### config.mk
export PLATFORM = sky130hd
export DESIGN_NAME = udp_agg_engine
export DESIGN_NICKNAME = d
export VERILOG_FILES = /design/src/rtl/udp_agg_pkg.sv /design/src/rtl/udp_agg_lane_reduce.sv /design/src/rtl/udp_agg_engine.sv
export SDC_FILE = /design/constraint.sdc
export NUM_CORES = 2
export LEC_CHECK = 0
export ABC_AREA = 1
export CAP_MARGIN = 20
export CORE_MARGIN = 2
export CORE_UTILIZATION = 35
export DETAILED_ROUTE_END_ITERATION = 7
export GPL_ROUTABILITY_DRIVEN = 0
export SYNTH_ARGS = -nofsm -noshare
export SYNTH_HDL_FRONTEND = slang
export SYNTH_SLANG_ARGS = --single-unit
### constraint.sdc
create_clock -name clk -period 22.9 [get_ports clk]
set_input_delay 2.29 -clock clk [delete_from_list [all_inputs] [get_ports clk]]
set_output_delay 2.29 -clock clk [all_outputs]
set_load 0.02 [all_outputs]
### src/rtl/udp_agg_pkg.sv
// Shared types and field positions for the UDP aggregation engine.
package udp_agg_pkg;

  typedef enum logic [15:0] {
    OP_SUM   = 16'd1,
    OP_MAX   = 16'd2,
    OP_MIN   = 16'd3,
    OP_COUNT = 16'd4
  } op_e;

  typedef enum logic [1:0] {
    IDLE,
    OPC,
    BODY
  } rx_state_e;

  localparam int unsigned OPC_LSB       = 160;
  localparam int unsigned OPC_W         = 16;
  localparam int unsigned BEAT1_LANES   = 5;
  localparam int unsigned REC_W         = 64;
  localparam int unsigned REC_OPC_LSB   = 32;
  localparam int unsigned REC_ERR_BIT   = 48;
  localparam int unsigned REC_OVF_BIT   = 49;
  localparam int unsigned REC_BEATS_LSB = 50;
  localparam int unsigned BEATS_W       = 14;

  // Beat counter increment that sticks at all-ones.
  function automatic logic [BEATS_W-1:0] sat_inc(input logic [BEATS_W-1:0] v);
    return (&v) ? v : v + BEATS_W'(1);
  endfunction

endpackage

### src/rtl/udp_agg_lane_reduce.sv
// Per-beat reduction of the masked payload lanes, one register stage.
module udp_agg_lane_reduce
  import udp_agg_pkg::*;
#(
  parameter int unsigned DATA_W = 256,
  parameter int unsigned WORD_W = 32,
  parameter int unsigned ACC_W  = 32
) (
  input  logic                                      clk,
  input  logic                                      reset,
  input  logic                                      en,
  input  logic [DATA_W/WORD_W-1:0]                  mask,
  input  logic [OPC_W-1:0]                          op,
  input  logic [DATA_W-1:0]                         data,
  output logic [ACC_W-1:0]                          part_q,
  output logic                                      carry_q,
  output logic [$clog2(DATA_W/WORD_W+1)-1:0]        cnt_q
);

  localparam int unsigned LANES = DATA_W / WORD_W;
  localparam int unsigned CNT_W = $clog2(LANES + 1);
  localparam int unsigned SUM_W = ACC_W + $clog2(LANES);

  logic [SUM_W-1:0] sum;
  logic [ACC_W-1:0] mx, mn, w, part;
  logic [CNT_W-1:0] n;
  logic             carry;

  always_comb begin
    sum = '0;
    mx  = '0;
    mn  = '1;
    n   = '0;
    w   = '0;
    for (int i = 0; i < LANES; i++) begin
      w = ACC_W'(data[i*WORD_W +: WORD_W]);
      if (mask[i]) begin
        sum = sum + SUM_W'(w);
        if (w > mx) mx = w;
        if (w < mn) mn = w;
        n = n + CNT_W'(1);
      end
    end
  end

  // An empty MIN beat yields all-ones so it never wins the later compare.
  always_comb begin
    part  = '0;
    carry = 1'b0;
    case (op)
      OP_SUM: begin
        part  = sum[ACC_W-1:0];
        carry = |sum[SUM_W-1:ACC_W];
      end
      OP_MAX:   part = mx;
      OP_MIN:   part = mn;
      OP_COUNT: part = ACC_W'(n);
      default:  part = '0;
    endcase
  end

  always_ff @(posedge clk) begin
    if (reset) begin
      part_q  <= '0;
      carry_q <= 1'b0;
      cnt_q   <= '0;
    end else if (en) begin
      part_q  <= part;
      carry_q <= carry;
      cnt_q   <= n;
    end
  end

endmodule

### src/rtl/udp_agg_engine.sv
// Packet aggregation engine: receive FSM, lane reduce, accumulate, credit-guarded result FIFO.
module udp_agg_engine
  import udp_agg_pkg::*;
#(
  parameter int unsigned DATA_W    = 256,
  parameter int unsigned WORD_W    = 32,
  parameter int unsigned ACC_W     = 32,
  parameter int unsigned RES_DEPTH = 4
) (
  input  logic                       clk,
  input  logic                       reset,
  input  logic [DATA_W-1:0]          In_data,
  input  logic [DATA_W/WORD_W-1:0]   In_keep,
  input  logic                       In_last,
  input  logic                       In_valid,
  output logic                       In_ready,
  output logic [DATA_W-1:0]          Out_data,
  output logic                       Out_valid,
  input  logic                       Out_ready
);

  localparam int unsigned LANES = DATA_W / WORD_W;
  localparam int unsigned CNT_W = $clog2(LANES + 1);
  localparam int unsigned PTR_W = $clog2(RES_DEPTH);
  localparam int unsigned OCC_W = PTR_W + 2;
  localparam logic [LANES-1:0] B1_MASK = LANES'({BEAT1_LANES{1'b1}});

  rx_state_e          state;
  logic [OPC_W-1:0]   op_q, op_cur;
  logic [BEATS_W-1:0] beat_cnt, beats_inc;
  logic [LANES-1:0]   mask_cur;
  logic               accept;

  logic               s1_vld, s1_first, s1_last, s1_herr;
  logic [OPC_W-1:0]   s1_op;
  logic [BEATS_W-1:0] s1_beats;
  logic [ACC_W-1:0]   lr_part;
  logic               lr_carry;
  logic [CNT_W-1:0]   lr_cnt;

  assign accept    = In_valid && In_ready;
  assign op_cur    = (state == OPC) ? In_data[OPC_LSB +: OPC_W] : op_q;
  assign mask_cur  = (state == OPC) ? (In_keep & B1_MASK) : In_keep;
  assign beats_inc = (state == IDLE) ? BEATS_W'(1) : sat_inc(beat_cnt);

  // Receive FSM plus the stage-1 control that travels alongside the lane reduce.
  always_ff @(posedge clk) begin
    if (reset) begin
      state    <= IDLE;
      op_q     <= '0;
      beat_cnt <= '0;
      s1_vld   <= 1'b0;
      s1_first <= 1'b0;
      s1_last  <= 1'b0;
      s1_herr  <= 1'b0;
      s1_op    <= '0;
      s1_beats <= '0;
    end else begin
      s1_vld <= accept && ((state != IDLE) || In_last);
      if (accept) begin
        beat_cnt <= beats_inc;
        s1_first <= (state == OPC);
        s1_last  <= In_last;
        s1_herr  <= (state == IDLE);
        s1_op    <= op_cur;
        s1_beats <= beats_inc;
        case (state)
          IDLE: state <= In_last ? IDLE : OPC;
          OPC: begin
            op_q  <= op_cur;
            state <= In_last ? IDLE : BODY;
          end
          default: if (In_last) state <= IDLE;
        endcase
      end
    end
  end

  udp_agg_lane_reduce #(
    .DATA_W (DATA_W),
    .WORD_W (WORD_W),
    .ACC_W  (ACC_W)
  ) u_lane_reduce (
    .clk     (clk),
    .reset   (reset),
    .en      (accept),
    .mask    (mask_cur),
    .op      (op_cur),
    .data    (In_data),
    .part_q  (lr_part),
    .carry_q (lr_carry),
    .cnt_q   (lr_cnt)
  );

  logic [ACC_W-1:0]   acc_q;
  logic [ACC_W:0]     sum2;
  logic               ovf_q, any_q, herr_q, done_q;
  logic [OPC_W-1:0]   op2_q;
  logic [BEATS_W-1:0] beats2_q;

  assign sum2 = {1'b0, acc_q} + {1'b0, lr_part};

  // Stage 2: fold each beat partial into the packet accumulator.
  always_ff @(posedge clk) begin
    if (reset) begin
      acc_q    <= '0;
      ovf_q    <= 1'b0;
      any_q    <= 1'b0;
      herr_q   <= 1'b0;
      op2_q    <= '0;
      beats2_q <= '0;
      done_q   <= 1'b0;
    end else begin
      done_q <= s1_vld && s1_last;
      if (s1_vld) begin
        beats2_q <= s1_beats;
        herr_q   <= s1_herr;
        if (s1_herr) begin
          acc_q <= '0;
          ovf_q <= 1'b0;
          any_q <= 1'b0;
          op2_q <= '0;
        end else if (s1_first) begin
          acc_q <= lr_part;
          ovf_q <= lr_carry;
          any_q <= (lr_cnt != '0);
          op2_q <= s1_op;
        end else begin
          any_q <= any_q || (lr_cnt != '0);
          case (op2_q)
            OP_SUM: begin
              acc_q <= sum2[ACC_W-1:0];
              ovf_q <= ovf_q | sum2[ACC_W] | lr_carry;
            end
            OP_MAX:   if (lr_part > acc_q) acc_q <= lr_part;
            OP_MIN:   if (lr_part < acc_q) acc_q <= lr_part;
            OP_COUNT: acc_q <= sum2[ACC_W-1:0];
            default:  acc_q <= acc_q;
          endcase
        end
      end
    end
  end

  logic [ACC_W-1:0] res;
  logic             res_err, res_ovf;
  logic [REC_W-1:0] rec_n, rec_q;
  logic             rec_vld;

  always_comb begin
    res     = '0;
    res_err = 1'b0;
    res_ovf = 1'b0;
    if (herr_q) begin
      res_err = 1'b1;
    end else begin
      case (op2_q)
        OP_SUM: begin
          res     = acc_q;
          res_ovf = ovf_q;
        end
        OP_MAX, OP_COUNT: res = acc_q;
        OP_MIN: begin
          res     = any_q ? acc_q : '0;
          res_err = !any_q;
        end
        default: res_err = 1'b1;
      endcase
    end
    rec_n                              = '0;
    rec_n[ACC_W-1:0]                   = res;
    rec_n[REC_OPC_LSB +: OPC_W]        = op2_q;
    rec_n[REC_ERR_BIT]                 = res_err;
    rec_n[REC_OVF_BIT]                 = res_ovf;
    rec_n[REC_BEATS_LSB +: BEATS_W]    = beats2_q;
  end

  logic [REC_W-1:0] mem [RES_DEPTH];
  logic [PTR_W-1:0] wr_ptr, rd_ptr;
  logic [OCC_W-1:0] fifo_cnt, inflight, fifo_cnt_n, inflight_n;
  logic             push, pop;

  assign push = rec_vld;
  assign pop  = Out_valid && Out_ready;

  always_comb begin
    fifo_cnt_n = fifo_cnt + OCC_W'(push) - OCC_W'(pop);
    inflight_n = inflight + OCC_W'(accept && In_last) - OCC_W'(push);
  end

  // Stage 3 record register, FIFO write, and credit-derived handshakes.
  always_ff @(posedge clk) begin
    if (reset) begin
      rec_q     <= '0;
      rec_vld   <= 1'b0;
      wr_ptr    <= '0;
      rd_ptr    <= '0;
      fifo_cnt  <= '0;
      inflight  <= '0;
      Out_valid <= 1'b0;
      In_ready  <= 1'b1;
    end else begin
      rec_vld <= done_q;
      if (done_q) rec_q <= rec_n;
      if (push) begin
        mem[wr_ptr] <= rec_q;
        wr_ptr      <= wr_ptr + PTR_W'(1);
      end
      if (pop) rd_ptr <= rd_ptr + PTR_W'(1);
      fifo_cnt  <= fifo_cnt_n;
      inflight  <= inflight_n;
      Out_valid <= (fifo_cnt_n != '0);
      In_ready  <= (fifo_cnt_n + inflight_n) < OCC_W'(RES_DEPTH);
    end
  end

  assign Out_data = Out_valid ? DATA_W'(mem[rd_ptr]) : '0;

endmodule

==> flow_metrics.py <==
metrics = {
    "status": {
        "run_status": "finished, final reports clean",
    },
    "global_route": {
        "grt_first_pass_wirelength_mm": 263,
        "first_global_vias": 45500,
        "grt_antenna_before_repair": 46,
        "grt-ovfl-total": 0,
        "globalRouteTotalUtil": 0.227,
        "largest_net_degree_at_the_start_of_global_routing": 91,
    },
    "floorplanning": {
        "row_count": 139,
        "initial_core_utilization": 0.351,
        "width_of_the_die_um": 383,
        "fp.dieArea_um2": 147000,
        "io_pins": 527,
        "core_area_um2": 143000,
        "die_h_um": 383,
    },
    "route": {
        "drc": 0,
        "wire_length_per_cell_after_detailed_routing_um": 18.6,
        "viasPerCell": 5.31,
        "first_iter_violations": 3906,
        "dr.pass1.iters": 8,
        "routed_wl_mm": 173,
        "route.vias.total": 49200,
        "ant_nets": 0,
    },
    "critical_path": {
        "worst_ep_required_time_ps": 23340,
        "cp-start-kind": "input port",
        "crit_top_cell": "nand2_1",
        "wp_data_arrival_ps": 21570,
        "crit_type": "input port to flip-flop",
        "worstPathMaxFanout": 62,
        "crit-reg2reg-launch": "state[1]",
        "cp_slowest_cell": "nor4b_1",
        "cpPeakStageDelay_ps": 810,
        "critical_path.endpoint_type": "flip-flop",
        "setup.worst_path.start": "In_keep[0]",
    },
    "synthesis": {
        "postSynthCellCount": 7178,
        "yosys.area.top_type_share": 0.185,
        "synthesis.area_um2": 50200,
        "number_of_library_cell_types_mapped_by_synthesis": 65,
        "avgSynthCellArea_um2": 7.00,
        "synth.largest_area_cell": "ha_1",
        "ys_dominant_reg_cell": "edfxtp_1",
        "edff_count_synth": 256,
        "synth_sequential_area_ratio": 0.247,
        "yosys_reg_bits": 492,
        "synth.area.top_cells": "ha_1 19%, edfxtp_1 15%, nand2_1 12%",
        "post_synth_arst_share": 0,
        "yosys_warnings": 0,
    },
    "finish": {
        "most-common-layout-cells": "1,556 x nand2_1, 903 x o21ai_0, 743 x ha_1, 685 x a21oi_1, 648 x nor2_1",
        "drive_above_1_share": 0.0273,
        "area_delta_synth_final_pct": 11.7,
        "finalNetCount": 8351,
        "mostFrequentLayoutCell": "nand2_1",
        "finish.cell_count_without_fillers": 9278,
    },
    "timing": {
        "fin_crit_sh": 0.923,
        "unrepaired_setup_endpoints_after_global_routing": "no",
        "finalSetupViolations": 0,
        "max_freq_mhz": 47.3,
        "postLayoutSetupSlackWorst_ps": 1770,
        "maxSlewViolCount": 0,
        "fin_worst_skew_ps": 23.8,
        "maxSlewHeadroom": 0.350,
        "setup_tns_ps": 0,
        "timing.final.crit_period_ps": 21130,
        "timing_worst_slew_pin_value_ps": 962,
        "hold_violations": 0,
    },
    "clocking": {
        "cts_tree": "yes",
        "clock-root-buffer": "clkbuf_16",
        "cts_hold_buffers": 0,
        "clockBufferDepth": 3,
        "cts-resized-gates": 0,
        "clock_latency_ps": 600,
        "post_cts_buffers": 0,
        "cts.clk_slew.worst_paths_ps": 70,
        "clock_tree.htree_level_count": 2,
        "cts_buffers": 48,
        "clock_sinks": 492,
    },
    "worst_hold_path": {
        "min-delay-path-class": "flip-flop to flip-flop",
        "min-delay-start": "s1_last",
    },
    "placed_design": {
        "place_hpwl_mm": 137,
        "post-place-cells": 9182,
        "dpl_worst_slack_ps": 1550,
        "port_buffers": 334,
    },
    "power": {
        "power.ir.vdd_worst_v": 0.0000714,
        "p_leak_nw": 25.5,
        "power_density_nw_per_um2": 84.2,
    },
    "job": {
        "cap_viol_max_count": 0,
    },
}
## per-layer routing
| metal | vias up | routed length (µm) | GRT usage |
|---|---|---|---|
| met5 | - | 425 | 0 |
| met1 | 22600 | 76400 | 0.303 |
| met2 | 1674 | 75400 | 0.359 |
| li1 | 24500 | - | - |
| met3 | 359 | 13000 | 0.0408 |
| met4 | 68 | 7790 | 0.0926 |
## per-stage QoR
stage               cell area, µm²  total power [mW]   util  hold slack (ps)
floorplan                    51000              3.09      -              419
global placement             54500              3.81  0.381              429
detailed placement           54500              3.88  0.381              435
CTS                          56100              4.70  0.392              427
global route                 56100              5.14  0.392              457
finish                       56100              4.73  0.392              429
## cells in the mapped netlist, drive strengths merged, types with 10 or more instances
cell       n
fa        10
nor3      46
nor4      36
edfxtp   256
o31ai     14
o21bai    20
buf      274
ha       743
nand3    314
nor2     654
o21ai    908
clkbuf   195
xor2     110
or2       15
nand4     62
inv      626
a21oi    687
o211ai    90
nand2   1581
xnor2     97
o221ai    15
o21a      11
a21boi    26
a31oi     28
a211oi    51
dfxtp    236
## power breakdown
part           total (mW)  switching (mW)  internal, mW
Combinational        2.95            1.89          1.06
Sequential          0.970          0.0258         0.945
Clock               0.809           0.346         0.464
## flip-flops by register name (all words and copies together) (netlist names), 2 cells and up, named ones only
register              cells
inflight                  4
beats2_q                 14
u_lane_reduce.part_q     32
state                     2
rd_ptr                    2
s1_beats                 14
acc_q                    32
mem                     256
u_lane_reduce.cnt_q       4
rec_q                    64
s1_op                    16
op2_q                    16
wr_ptr                    2
op_q                     16
fifo_cnt                  4
## area by class of cell
type | count | area [µm²]
clock buffers | 68 | 1370
diodes | 8 | 20.0
flip-flops and latches | 492 | 12400
inverters | 629 | 2360
well taps | 1903 | 2380
clock inverters | 20 | 223
fillers | 15000 | 87000
multi-input cells | 5773 | 33600
repair buffers | 385 | 3730
## cell families (layout without fill, tap and decap cells)
logic type / after synthesis / after routing / synth area share
simple gates: 2721 / 2721 / 0.222
buf+inv: 1104 / 1102 / 0.100
fa+ha+maj: 753 / 753 / 0.189
other cells: 1 / 200 / 0.0000746
compound gates: 1900 / 1900 / 0.206
flops: 492 / 492 / 0.247
xor+xnor: 207 / 207 / 0.0361
## critical path, delay by kind of cell
family / cells / cell delay [ps]
AOI/OAI and AO/OA: 15 / 3770
and+or+nand+nor: 48 / 11060
adders and majority gates: 7 / 2240
buffers and inverters: 8 / 2090
## final timing paths
check | to | slack [ps] | depth (start not counted)
max | u_lane_reduce.part_q[2] | 1770 | 78
min reg2reg | done_q | 430 | 2
max reg2reg | u_lane_reduce.carry_q | 13550 | 51
min | done_q | 430 | 2
Note: power is estimated with default switching activity, not from simulation.
